===== src/rtl/jtag_pkg.sv =====
// Shared TAP definitions: fixed state codes (also used by the instruction
// register), default instruction codes and the data-register select type.
package jtag_pkg;

  typedef enum logic [3:0] {
    TLR    = 4'd0,
    RTI    = 4'd1,
    SEL_DR = 4'd2,
    CAP_DR = 4'd3,
    SH_DR  = 4'd4,
    EX1_DR = 4'd5,
    PAU_DR = 4'd6,
    EX2_DR = 4'd7,
    UPD_DR = 4'd8,
    SEL_IR = 4'd9,
    CAP_IR = 4'd10,
    SH_IR  = 4'd11,
    EX1_IR = 4'd12,
    PAU_IR = 4'd13,
    EX2_IR = 4'd14,
    UPD_IR = 4'd15
  } tap_state_e;

  localparam logic [31:0] IDCODE_VAL_DEF   = 32'h1000_0001;
  localparam logic [3:0]  INSTR_IDCODE_DEF = 4'h1;
  localparam logic [3:0]  INSTR_USER_DEF   = 4'h8;
  localparam logic [3:0]  INSTR_BYPASS_DEF = 4'hF;

  typedef enum logic [1:0] {
    SEL_BYPASS = 2'd0,
    SEL_IDCODE = 2'd1,
    SEL_USER   = 2'd2
  } dr_sel_e;

endpackage


===== src/rtl/jtag_tap_fsm.sv =====
// 16-state TAP state machine; the registered state is exported directly
// so the instruction register and debug logic see the same code.
module jtag_tap_fsm
  import jtag_pkg::*;
(
  input  logic       i_tck,
  input  logic       i_trst_n,
  input  logic       i_tms,
  output logic [3:0] o_tap_state
);

  tap_state_e r_state;

  always_ff @(posedge i_tck or negedge i_trst_n) begin
    if (!i_trst_n) begin
      r_state <= TLR;
    end else begin
      case (r_state)
        TLR:     r_state <= i_tms ? TLR    : RTI;
        RTI:     r_state <= i_tms ? SEL_DR : RTI;
        SEL_DR:  r_state <= i_tms ? SEL_IR : CAP_DR;
        CAP_DR:  r_state <= i_tms ? EX1_DR : SH_DR;
        SH_DR:   r_state <= i_tms ? EX1_DR : SH_DR;
        EX1_DR:  r_state <= i_tms ? UPD_DR : PAU_DR;
        PAU_DR:  r_state <= i_tms ? EX2_DR : PAU_DR;
        EX2_DR:  r_state <= i_tms ? UPD_DR : SH_DR;
        UPD_DR:  r_state <= i_tms ? SEL_DR : RTI;
        SEL_IR:  r_state <= i_tms ? TLR    : CAP_IR;
        CAP_IR:  r_state <= i_tms ? EX1_IR : SH_IR;
        SH_IR:   r_state <= i_tms ? EX1_IR : SH_IR;
        EX1_IR:  r_state <= i_tms ? UPD_IR : PAU_IR;
        PAU_IR:  r_state <= i_tms ? EX2_IR : PAU_IR;
        EX2_IR:  r_state <= i_tms ? UPD_IR : SH_IR;
        UPD_IR:  r_state <= i_tms ? SEL_DR : RTI;
        default: r_state <= TLR;
      endcase
    end
  end

  assign o_tap_state = r_state;

endmodule


===== src/rtl/jtag_tap_controller.sv =====
// TAP controller top: state machine, IR decode, BYPASS/IDCODE registers,
// user-DR strobes and the falling-edge TDO mux.
module jtag_tap_controller
  import jtag_pkg::*;
#(
  parameter logic [31:0] IDCODE_VAL   = IDCODE_VAL_DEF,
  parameter logic [3:0]  INSTR_IDCODE = INSTR_IDCODE_DEF,
  parameter logic [3:0]  INSTR_USER   = INSTR_USER_DEF,
  parameter logic [3:0]  INSTR_BYPASS = INSTR_BYPASS_DEF
) (
  input  logic       TCK,
  input  logic       TRST_N,
  input  logic       TMS,
  input  logic       TDI,
  input  logic [3:0] IR,
  input  logic       IR_tdo,
  input  logic       user_tdo,
  output logic [3:0] tap_state,
  output logic       user_capture,
  output logic       user_shift,
  output logic       user_update,
  output logic       tlr,
  output logic       TDO,
  output logic       TDO_en
);

  logic        r_bypass;
  logic [31:0] r_idcode;
  dr_sel_e     w_sel;
  logic        w_dr_tdo;
  logic        w_capture_dr;
  logic        w_shift_dr;

  jtag_tap_fsm u_fsm (
    .i_tck       (TCK),
    .i_trst_n    (TRST_N),
    .i_tms       (TMS),
    .o_tap_state (tap_state)
  );

  // IR only changes in UPD_IR, so this decode is stable across DR scans.
  always_comb begin
    w_sel = SEL_BYPASS;
    if (IR == INSTR_IDCODE)      w_sel = SEL_IDCODE;
    else if (IR == INSTR_USER)   w_sel = SEL_USER;
    else if (IR == INSTR_BYPASS) w_sel = SEL_BYPASS;
  end

  assign w_capture_dr = (tap_state == CAP_DR);
  assign w_shift_dr   = (tap_state == SH_DR);

  assign tlr          = (tap_state == TLR);
  assign user_capture = w_capture_dr && (w_sel == SEL_USER);
  assign user_shift   = w_shift_dr   && (w_sel == SEL_USER);
  assign user_update  = (tap_state == UPD_DR) && (w_sel == SEL_USER);

  always_ff @(posedge TCK or negedge TRST_N) begin
    if (!TRST_N) begin
      r_bypass <= 1'b0;
      r_idcode <= IDCODE_VAL;
    end else if (w_capture_dr) begin
      if (w_sel == SEL_BYPASS) r_bypass <= 1'b0;
      if (w_sel == SEL_IDCODE) r_idcode <= IDCODE_VAL;
    end else if (w_shift_dr) begin
      if (w_sel == SEL_BYPASS) r_bypass <= TDI;
      if (w_sel == SEL_IDCODE) r_idcode <= {TDI, r_idcode[31:1]};
    end
  end

  always_comb begin
    case (w_sel)
      SEL_IDCODE: w_dr_tdo = r_idcode[0];
      SEL_USER:   w_dr_tdo = user_tdo;
      default:    w_dr_tdo = r_bypass;
    endcase
  end

  // Falling-edge launch gives the receiver half a cycle of setup before
  // the next rising TCK; TDO keeps its last bit outside the shift states.
  always_ff @(negedge TCK or negedge TRST_N) begin
    if (!TRST_N) begin
      TDO    <= 1'b0;
      TDO_en <= 1'b0;
    end else if (tap_state == SH_IR) begin
      TDO    <= IR_tdo;
      TDO_en <= 1'b1;
    end else if (w_shift_dr) begin
      TDO    <= w_dr_tdo;
      TDO_en <= 1'b1;
    end else begin
      TDO_en <= 1'b0;
    end
  end

endmodule


===== config.mk =====
export PLATFORM = sky130hd
export DESIGN_NAME = jtag_tap_controller
export DESIGN_NICKNAME = d
export VERILOG_FILES = /design/src/rtl/jtag_pkg.sv /design/src/rtl/jtag_tap_fsm.sv /design/src/rtl/jtag_tap_controller.sv
export SDC_FILE = /design/constraint.sdc
export NUM_CORES = 1
export LEC_CHECK = 0
export CAP_MARGIN = 20
export CORE_UTILIZATION = 59
export CTS_CLUSTER_DIAMETER = 100
export DETAILED_ROUTE_END_ITERATION = 8
export PLACE_DENSITY_LB_ADDON = 0.05
export SYNTH_ARGS = -nofsm -noshare
export SYNTH_HDL_FRONTEND = slang
export SYNTH_SLANG_ARGS = --single-unit

===== constraint.sdc =====
create_clock -name TCK -period 3.9 [get_ports TCK]
set_input_delay 0.39 -clock TCK [delete_from_list [all_inputs] [get_ports TCK]]
set_output_delay 0.39 -clock TCK [all_outputs]
set_load 0.03 [all_outputs]

; ---- Word-level counts from Yosys, hierarchy flattened
; Index checks and enable logic that the tools add are counted.
[word_totals]
input_bits = 10
out_inout_bits = 10
regBits = 39
[op_classes]
n_mux = 28
n_reduce_logical = 12
eq_ne = 19
[ops]
columns = cell, count
row1 = 32-bit two-way mux, 4
row2 = 4-bit case mux with 12 select lines, 1
row3 = "4-bit == test, second input constant", 9
row4 = "4-bit by 3-bit == test with 1-bit output, second input constant", 4
row5 = 4-bit two-way mux, 4
row6 = 1-bit two-way mux, 11
row7 = 2-bit two-way mux, 5
row8 = "4-bit by 1-bit == test with 1-bit output, second input constant", 2
row9 = "4-bit by 2-bit == test with 1-bit output, second input constant", 2
row10 = 3-bit two-way mux, 2
row11 = 4-bit logical NOT, 1
row12 = 2-bit AND reduction, 2
row13 = 2-bit nonzero test, 2
row14 = 2-bit OR reduction, 2
row15 = 1-bit logical AND, 3
row16 = 3-bit OR reduction, 1
row17 = "2-bit by 1-bit == test with 1-bit output, second input constant", 1
row18 = "2-bit == test, second input constant", 1
row19 = 2-bit logical NOT, 1
row20 = 1-bit case mux with 2 select lines, 1

; ---- Longest topological paths before layout
; Gate-level depths: netlist of the first run.
[depth]
depth_word = 7
mapped_depth = 6
depth_no_buf = 4

; ---- By module
; Synthesis of the first run repeated with hierarchy kept, for this count alone.
[hier_totals]
hier_cells = 201
hier_area_um2 = 2004.4
[modules_own_cells]
columns = module, area_per_inst_um2, seq_area_each_um2, instances, cells_each
row1 = jtag_tap_controller, 1690.4, 878.3, 1, 164
row2 = jtag_tap_fsm, 314.1, 100.1, 1, 37

==> results, run 1 <==
- Setup repair after global routing left no endpoint under its margin.
- The slew at the pin with the worst max-slew slack is 0.856 ns.
- After legalization and detailed placement, the total HPWL measured 2350 µm.
- For this run, design rule violations remaining after detail routing come to 0.
- The aggregate global-route resource usage is 23.7%.
- At the end of routability-driven placement, the weighted congestion stood at 0.907.
- For this run, global-route usage on met3 was measured as 7.03%.
- The sum of routed wire length over all layers is 3330 µm.
- The kind of cell adding the most delay to the critical path is buffers and inverters.
- The startpoint of the worst register-to-register path is u_fsm.o_tap_state[3]$_DFF_PN0_.
- OpenSTA, run right after detailed placement, puts the worst setup slack at 0.186 ns.
- By area the synthesized netlist is led by sky130_fd_sc_hd__dfrtp_1 49%, sky130_fd_sc_hd__nand2_1 14%, sky130_fd_sc_hd__o21ai_0 6.4%, sky130_fd_sc_hd__o21ai_1 3.6%, sky130_fd_sc_hd__dfstp_2 2.9%.
- The fraction of final layout cells with drive strength greater than 1 is 8.48%.
- For the worst setup path, the data arrival time is 3.36 ns.
- Together, buffers and inverters on the worst path number 1.
- The number of buffers inserted to repair setup after CTS is 0.
- The worst setup path is captured at a primary output.
- From bottom edge to top edge, the die measures 57.3 µm.
- The worst slew slack as a fraction of its limit is 42.7%.
- In the final timing run, aggregate negative setup slack is 0 ns.
- In the global route stage, met1 resource usage came out at 30.3%.
- The count of antenna-violating nets left after detailed routing is 0.
- The count of final max-slew check failures came to 0.
- After Yosys synthesis, and, or, nand and nor cells account for 22.5% of the synthesized area.
- After synthesis, the largest family of logic cells by area is simple AND/OR/NAND/NOR gates.
- Once the floorplan was initialized, standard cells occupied 63.8% of the core.
- The count of buffers added on input and output ports is 19.
- Summed over its instances, the top area cell type makes up 48.5% of the synthesized netlist area.
- Clock skew on the completed layout was measured at 0.0185 ns.
- The post-synthesis to final-layout area growth is 14.3%.
- The global routing met2 resource utilization is 38.5%.
- The total setup violations reported at the end of the flow is 0.
- The horizontal extent of the die is 57.3 µm.
- In this run the static leakage power is 0.836 nW.
- The share of the synthesized area in compound gates (AO/OA/AOI/OAI) is 16.2%.
- The count of hold buffers inserted by post-cts repair is 0.
- The final instance area is 0.00206 mm².
- For this run, the leading register cell type out of synthesis is sky130_fd_sc_hd__dfrtp_1.
- The area of the placeable core is 0.00283 mm².
- The clock sink total is 39.
- Summing the areas of all xor and xnor instances in the mapped netlist gives 0.970% of the synthesized area.
- The cell count after synthesis came out at 207.
- Clock tree synthesis inserted a total of 5 buffers.
- The critical path starts at TDO$_DFFE_NN0P_.
- After clock tree synthesis, the clock-pin slew on the worst setup and hold paths is 0.11 ns.
- The number of I/O pins is 20.
- The number of antenna violations at the first check in global routing was 0.
- The first routing iteration left 65 violations.
- Max-cap violations in this run came to 0.
- Averaged over all synthesized cells, the footprint is 8.72 µm².
- The count of H-tree levels built during CTS is 2.
- The class of the tightest hold or removal check is input pin to async pin.
- The post-detailed-placement cell area is 0.00201 mm².
- The post-synthesis register bit count is 39.
- Along the worst path, the maximum fanout reaches 2.
- After filler insertion, the fill cell instance count of the layout stands at 219.
- The synthesized design contains 0 enable-type register cells.
- The first global-routing pass estimated 5870 µm of wire.
- Detailed routing inserted a total of 1,430 vias.
- After synthesis, the share of flip-flops with an asynchronous set or reset is 100%.
- The number of warnings reported in the yosys synthesis log is 0.
- The wire length per cell after detailed routing is 13.1 µm.
- In this run, distinct cell masters in the synthesized netlist total 36.
- The sum of internal, switching and leakage power is 1.16 mW.
- The net count of the mapped netlist is 217.
- After detailed routing, the number of vias per cell comes to 5.61.
- The number of inserted diodes is 0.
- The tree is rooted in a sky130_fd_sc_hd__clkbuf_4.
- Dividing total power by cell area gives a power density of 560 mW/mm².
- The adder-cell share of the synthesized area is 0%.
- The number of gates resized after CTS is 0.
- The worst setup path is launched from a flop.
- The sequential element share of the synthesized area is 54.2%.
- After synthesis, the share of cell area in mux cells is 1.25%.
- Traced cell by cell, the critical path runs through clkdlybuf4s50_1.
- The die covers 0.00329 mm².
- The via count of the first global-routing pass is 1,344.
- After layout, the worst setup slack is 0.146 ns.
- The clock latency on the worst-skew pair is 0.34 ns.
- At the worst endpoint, the required time is 3.51 ns.
- The dominant cell type by area after synthesis is sky130_fd_sc_hd__dfrtp_1.
- The final global-route overflow total is 0.
- The number of hold-slack violations in the final timing report is 0.
- The run finished with clean final reports.
- For this run, the detailed router's first-pass iteration total came to 4.
- The post-synthesis instance area is 0.00181 mm².
- The layer flagged by global routing as most heavily used is met2.
- The worst stage delay on the critical path is 0.67 ns.
- TritonCTS built the clock tree.
- Entering global routing, the biggest net connects 41 pins.
- The clock passes through at most 2 buffers.
- The largest voltage drop on the vdd net is 0.450 mV.
- In this run the core area contains 19 standard-cell rows.
- The slowest stage of the critical path belongs to the cell sky130_fd_sc_hd__clkdlybuf4s50_1.
- In the final design database the tool counted 233 nets.
- By startpoint and endpoint, the worst setup path is classified as flop to primary output.
[power by group]
group	leakage (nW)	switching (mW)	internal [mW]	total, mW
sequential	0.526	0.0421	0.456	0.498
combinational	0.280	0.276	0.187	0.464
clock	0.0293	0.124	0.0703	0.195
total	0.836	0.443	0.714	1.16
[sequential cells by signal, indices dropped and copies added (netlist names)]
signal and count:
r_bypass 1, TDO_en 1, u_fsm.o_tap_state 4, TDO 1
r_idcode 32
[synth_stat cells (all sizes together), types with 4 or more instances]
library cell  instances
nor2                  7
nor2b                 4
inv                   5
dfrtp                35
clkbuf                8
a21oi                 6
o21ai                36
buf                   8
nand2                65
[stage by stage]
stage	util [%]	hold WS, ns	instances
final	73.0	0.125	255
after global placement	71.2	0.461	247
after detailed placement	71.2	0.468	247
after CTS	73.0	0.140	255
after global routing	73.0	0.154	255
after floorplan	-	0.0944	207
[worst paths after layout]
path                            cells past startpoint  slack (ns)                  endpoint
worst max-delay path                                1        0.15                       TDO
worst min-delay path                                2        0.12  r_idcode[23]$_DFFE_PN0P_
worst max register to register                      4        0.38           TDO$_DFFE_NN0P_
worst min register to register                      2        0.48   r_idcode[0]$_DFFE_PN1P_
max in group asynchronous                           1        2.08           TDO$_DFFE_NN0P_
min in group TCK                                    2        0.48   r_idcode[0]$_DFFE_PN1P_
[routing by layer]
| metal | routed length, µm | share of wire (%) | vias up |
|---|---|---|---|
| li1 | - | - | 726 |
| met1 | 1500 | 45 | 668 |
| met5 | 0 | 0 | - |
| met3 | 124 | 3.7 | 8 |
| met2 | 1640 | 49 | 28 |
| met4 | 65 | 2.0 | 0 |
[placed cells by master, fill, tap and decap left out]
cell                               n
sky130_fd_sc_hd__nor4b_2           1
sky130_fd_sc_hd__inv_1             5
sky130_fd_sc_hd__clkinv_2          1
sky130_fd_sc_hd__o21ai_1          13
sky130_fd_sc_hd__a22o_1            1
sky130_fd_sc_hd__dfrtn_1           2
sky130_fd_sc_hd__nor4_1            2
sky130_fd_sc_hd__clkbuf_4          5
sky130_fd_sc_hd__nor4bb_1          1
sky130_fd_sc_hd__nor4b_1           1
sky130_fd_sc_hd__xnor2_1           2
sky130_fd_sc_hd__nand3_1           2
sky130_fd_sc_hd__nand2_1          65
sky130_fd_sc_hd__and2_1            1
sky130_fd_sc_hd__buf_4             6
sky130_fd_sc_hd__clkdlybuf4s50_1  18
sky130_fd_sc_hd__or4b_1            1
sky130_fd_sc_hd__nor2_1            7
sky130_fd_sc_hd__and3b_1           1
sky130_fd_sc_hd__dfrtp_1          35
sky130_fd_sc_hd__buf_2             1
sky130_fd_sc_hd__nor2b_1           4
sky130_fd_sc_hd__nor3b_1           1
sky130_fd_sc_hd__a21oi_1           6
sky130_fd_sc_hd__nor3_1            2
sky130_fd_sc_hd__o21ai_0          23
sky130_fd_sc_hd__dfstp_2           2
sky130_fd_sc_hd__o32ai_1           1
sky130_fd_sc_hd__nand2b_1          1
sky130_fd_sc_hd__o22ai_1           1
sky130_fd_sc_hd__o211ai_1          1
sky130_fd_sc_hd__mux2_2            2
sky130_fd_sc_hd__o211ai_4          1
sky130_fd_sc_hd__a221oi_1          1
sky130_fd_sc_hd__a211oi_1          1
sky130_fd_sc_hd__clkbuf_1          2
sky130_fd_sc_hd__or3_1             1
sky130_fd_sc_hd__o21a_1            2
sky130_fd_sc_hd__o31ai_1           1
[cell families (layout without fill, tap and decap cells)]
kind of cell / count (synthesis) / after routing
AOI/OAI and AO/OA: 52 / 52
xor gates and xnor gates: 2 / 2
muxes: 2 / 2
and+or+nand+nor: 91 / 91
buffers and inverters: 21 / 38
DFF: 39 / 39
[layout make-up]
type | count | area, µm² | share of cell area (%)
Sequential cell | 39 | 978 | 47.4
Clock buffer | 7 | 45.0 | 2.18
Inverter | 5 | 18.8 | 0.909
Clock inverter | 1 | 5.00 | 0.242
Tap cell | 31 | 38.8 | 1.88
Multi-Input combinational cell | 147 | 748 | 36.2
Timing Repair Buffer | 25 | 230 | 11.2
Power figures use the tool's default switching activity.
==> run 2, diff against run 1 <==
Settings changed: HOLD_SLACK_MARGIN from default to 0.05.
==> results of run 2 <==
Final layout, timing and power as in run 1 (identical DEF).
==> edit: new RTL, settings of run 1 <==
Make the reset (`TRST_N` and `i_trst_n`) synchronous in 3 clocked blocks.
--- a/src/rtl/jtag_tap_fsm.sv
+++ b/src/rtl/jtag_tap_fsm.sv
@@ -11,7 +11,7 @@
 
   tap_state_e r_state;
 
-  always_ff @(posedge i_tck or negedge i_trst_n) begin
+  always_ff @(posedge i_tck) begin
     if (!i_trst_n) begin
       r_state <= TLR;
     end else begin
--- a/src/rtl/jtag_tap_controller.sv
+++ b/src/rtl/jtag_tap_controller.sv
@@ -54,7 +54,7 @@
   assign user_shift   = w_shift_dr   && (w_sel == SEL_USER);
   assign user_update  = (tap_state == UPD_DR) && (w_sel == SEL_USER);
 
-  always_ff @(posedge TCK or negedge TRST_N) begin
+  always_ff @(posedge TCK) begin
     if (!TRST_N) begin
       r_bypass <= 1'b0;
       r_idcode <= IDCODE_VAL;
@@ -77,7 +77,7 @@
 
   // Falling-edge launch gives the receiver half a cycle of setup before
   // the next rising TCK; TDO keeps its last bit outside the shift states.
-  always_ff @(negedge TCK or negedge TRST_N) begin
+  always_ff @(negedge TCK) begin
     if (!TRST_N) begin
       TDO    <= 1'b0;
       TDO_en <= 1'b0;
Function: not checked (the comparison handles one clock edge and no latches or derived clocks); the edit may change what the design does.
==> edit against run 1 <==
The run now ends with DRC left; wire length grew 6.8%; sequential cell count stayed put; worst setup slack worse by 13 ps; design area down 1.6%; area after synthesis down 1.2%; largest cell class is now multi-input gates; utilization down 0.54 points.
Power is not compared: it rests on default switching activity, and its combinational part moved more than twofold at a synthesized area within 25%.
==> edit: results (changes against run 1) <==
grt:
  grt_pass1_vias: 1464  # was 1344
  grt_pass1_wl_um: 6354  # was 5865 um
  antenna_found_initial: 0  # unchanged
  track_usage_pct: 24.71  # was 23.74%
  grt_max_degree: 64  # was 41
pwr:
  p_leak_nw: 0.6456
  peakVddDrop_uv: 314.7
synthesis:
  synth.area.top_cells: "dfxtp_1 44%, nand3_1 18%, o21ai_0 9.3%"  # was dfrtp_1 49%, nand2_1 14%, o21ai_0 6.4%
  synth_commonest_cells: "63 x nand3_1, 39 x dfxtp_1, 33 x o21ai_0, 12 x nor2_1, 10 x clkbuf_1"  # was 65 x nand2_1, 35 x dfrtp_1, 23 x o21ai_0, 13 x o21ai_1, 8 x clkbuf_1
  syn_nets: 235  # was 217
  synth_cell_types: 37  # was 36
  ys_async_sr_fraction_pct: 0  # was 100.0%
  synth_compound_area_share_pct: 19.79  # was 16.22%
  synthMuxAreaShare_pct: 0.5614  # was 1.247%
  synth_ff_type: "dfxtp_1"  # was dfrtp_1
  seq_area_frac_synth_pct: 43.79  # was 54.19%
  synthXorXnorAreaFrac_pct: 0.4912  # was 0.9702%
cts:
  h-tree-depth: 2  # unchanged
  cts_buffers: 5  # unchanged
  insertion_delay_ps: 390  # was 340 ps
  postCtsSetupBuffers: 0  # unchanged
  clk_pin_slew_ps: 110  # about the same
status:
  status: "complete, but fails checks"  # was finished, final reports clean
  violations: "DRC"
sta:
  worstMarginPinSlew_ps: 616.2  # was 855.9 ps
  clock_skew_ps: 57.30  # was 18.52 ps
setup_path:
  worstPathArrival_ps: 3380  # was 3360 ps
  r2r_cells: 4  # unchanged
  setup.worst_path.end_class: "output pin"  # unchanged
  rr_startpoint: "u_fsm.o_tap_state[2]$_SDFF_PN0_"  # was u_fsm.o_tap_state[3]$_DFF_PN0_
  slowest_delay_ps: 690  # was 670 ps
  crit_start: "TDO$_SDFFE_NN0P_"  # was TDO$_DFFE_NN0P_
  cp_max_fo: 3  # was 2
  worst_path_max_delay_cell: "clkdlybuf4s50_1"  # unchanged
final_layout:
  drive_gt1_share_pct: 7.234  # was 8.482%
  largest_reg_flops: 32  # unchanged
drt:
  via_per_inst: 6.030  # was 5.608
  dr.pass1.iters: 6  # was 4
  drt-total-wl_um: 3554  # was 3328 um
  drtIter0Drc: 208  # was 65
  drc_errors: 6  # was 0
min_path:
  min_path_cells: 2
  min_path_type: "in2reg"  # was in2async
placement:
  place_hpwl_um: 2358  # was 2352 um
  place.gp.congestion: 0.8618  # was 0.9073
[edit: cell type report]
class / instances / area, um2
clock buffer: 6 / 62.56
clock inverter: 4 / 20.02
fill: 228 / 773.2
inverter: 5 / 18.77
multi-input combinational: 157 / 868.3
sequential: 39 / 780.7
tap: 31 / 38.79
timing repair buffer: 24 / 242.7
[edit: logic make-up (layout without fill, tap and decap cells)]
family | count (synthesis) | in the layout
multiplexers | 1 | 1
flip-flops | 39 | 39
buffers and inverters | 29 | 39
XOR/XNOR | 1 | 1
AO/OA/AOI/OAI | 58 | 58
AND/OR/NAND/NOR | 97 | 97
[edit: layer usage]
metal	wire length [um]	share of wire [%]	GRT usage, %
met1	1678	47	31.59
met2	1648	46	40.00
met3	160	4.5	5.442
met4	66	1.9	11.50
met5	0	0	0
[edit: power by group through the flow]
stage | logic [W] | registers [W] | clock network (W)
after floorplan | 0.0000543 | 0.000420 | 0.00000482
after global placement | 0.0000805 | 0.000418 | 0.00000482
after detailed placement | 0.0000843 | 0.000419 | 0.00000482
after CTS | 0.0000846 | 0.000410 | 0.000260
after global routing | 0.0000929 | 0.000412 | 0.000279
final | 0.0000850 | 0.000410 | 0.000250
[edit: worst paths after layout]
path	endpoint	slack [ps]
worst max-delay path	TDO	130
worst max register to register	TDO$_SDFFE_NN0P_	590
worst min register to register	r_idcode[1]$_SDFFE_PN0P_	490
worst min-delay path	u_fsm.o_tap_state[1]$_SDFF_PN0_	350
[edit: stage by stage]
stage                     cells  hold slack [ps]  area, um2  setup WS [ps]  total power, W
after floorplan             225            451.2       1783          409.2       0.0004793
after global placement      256            462.6       1926          261.0       0.0005038
after detailed placement    257            471.9       1953          176.4       0.0005081
after CTS                   266            321.5       2032          130.1       0.0007550
after global routing        266            322.3       2032          55.70       0.0007835
final                       266            346.2       2032          133.5       0.0007454
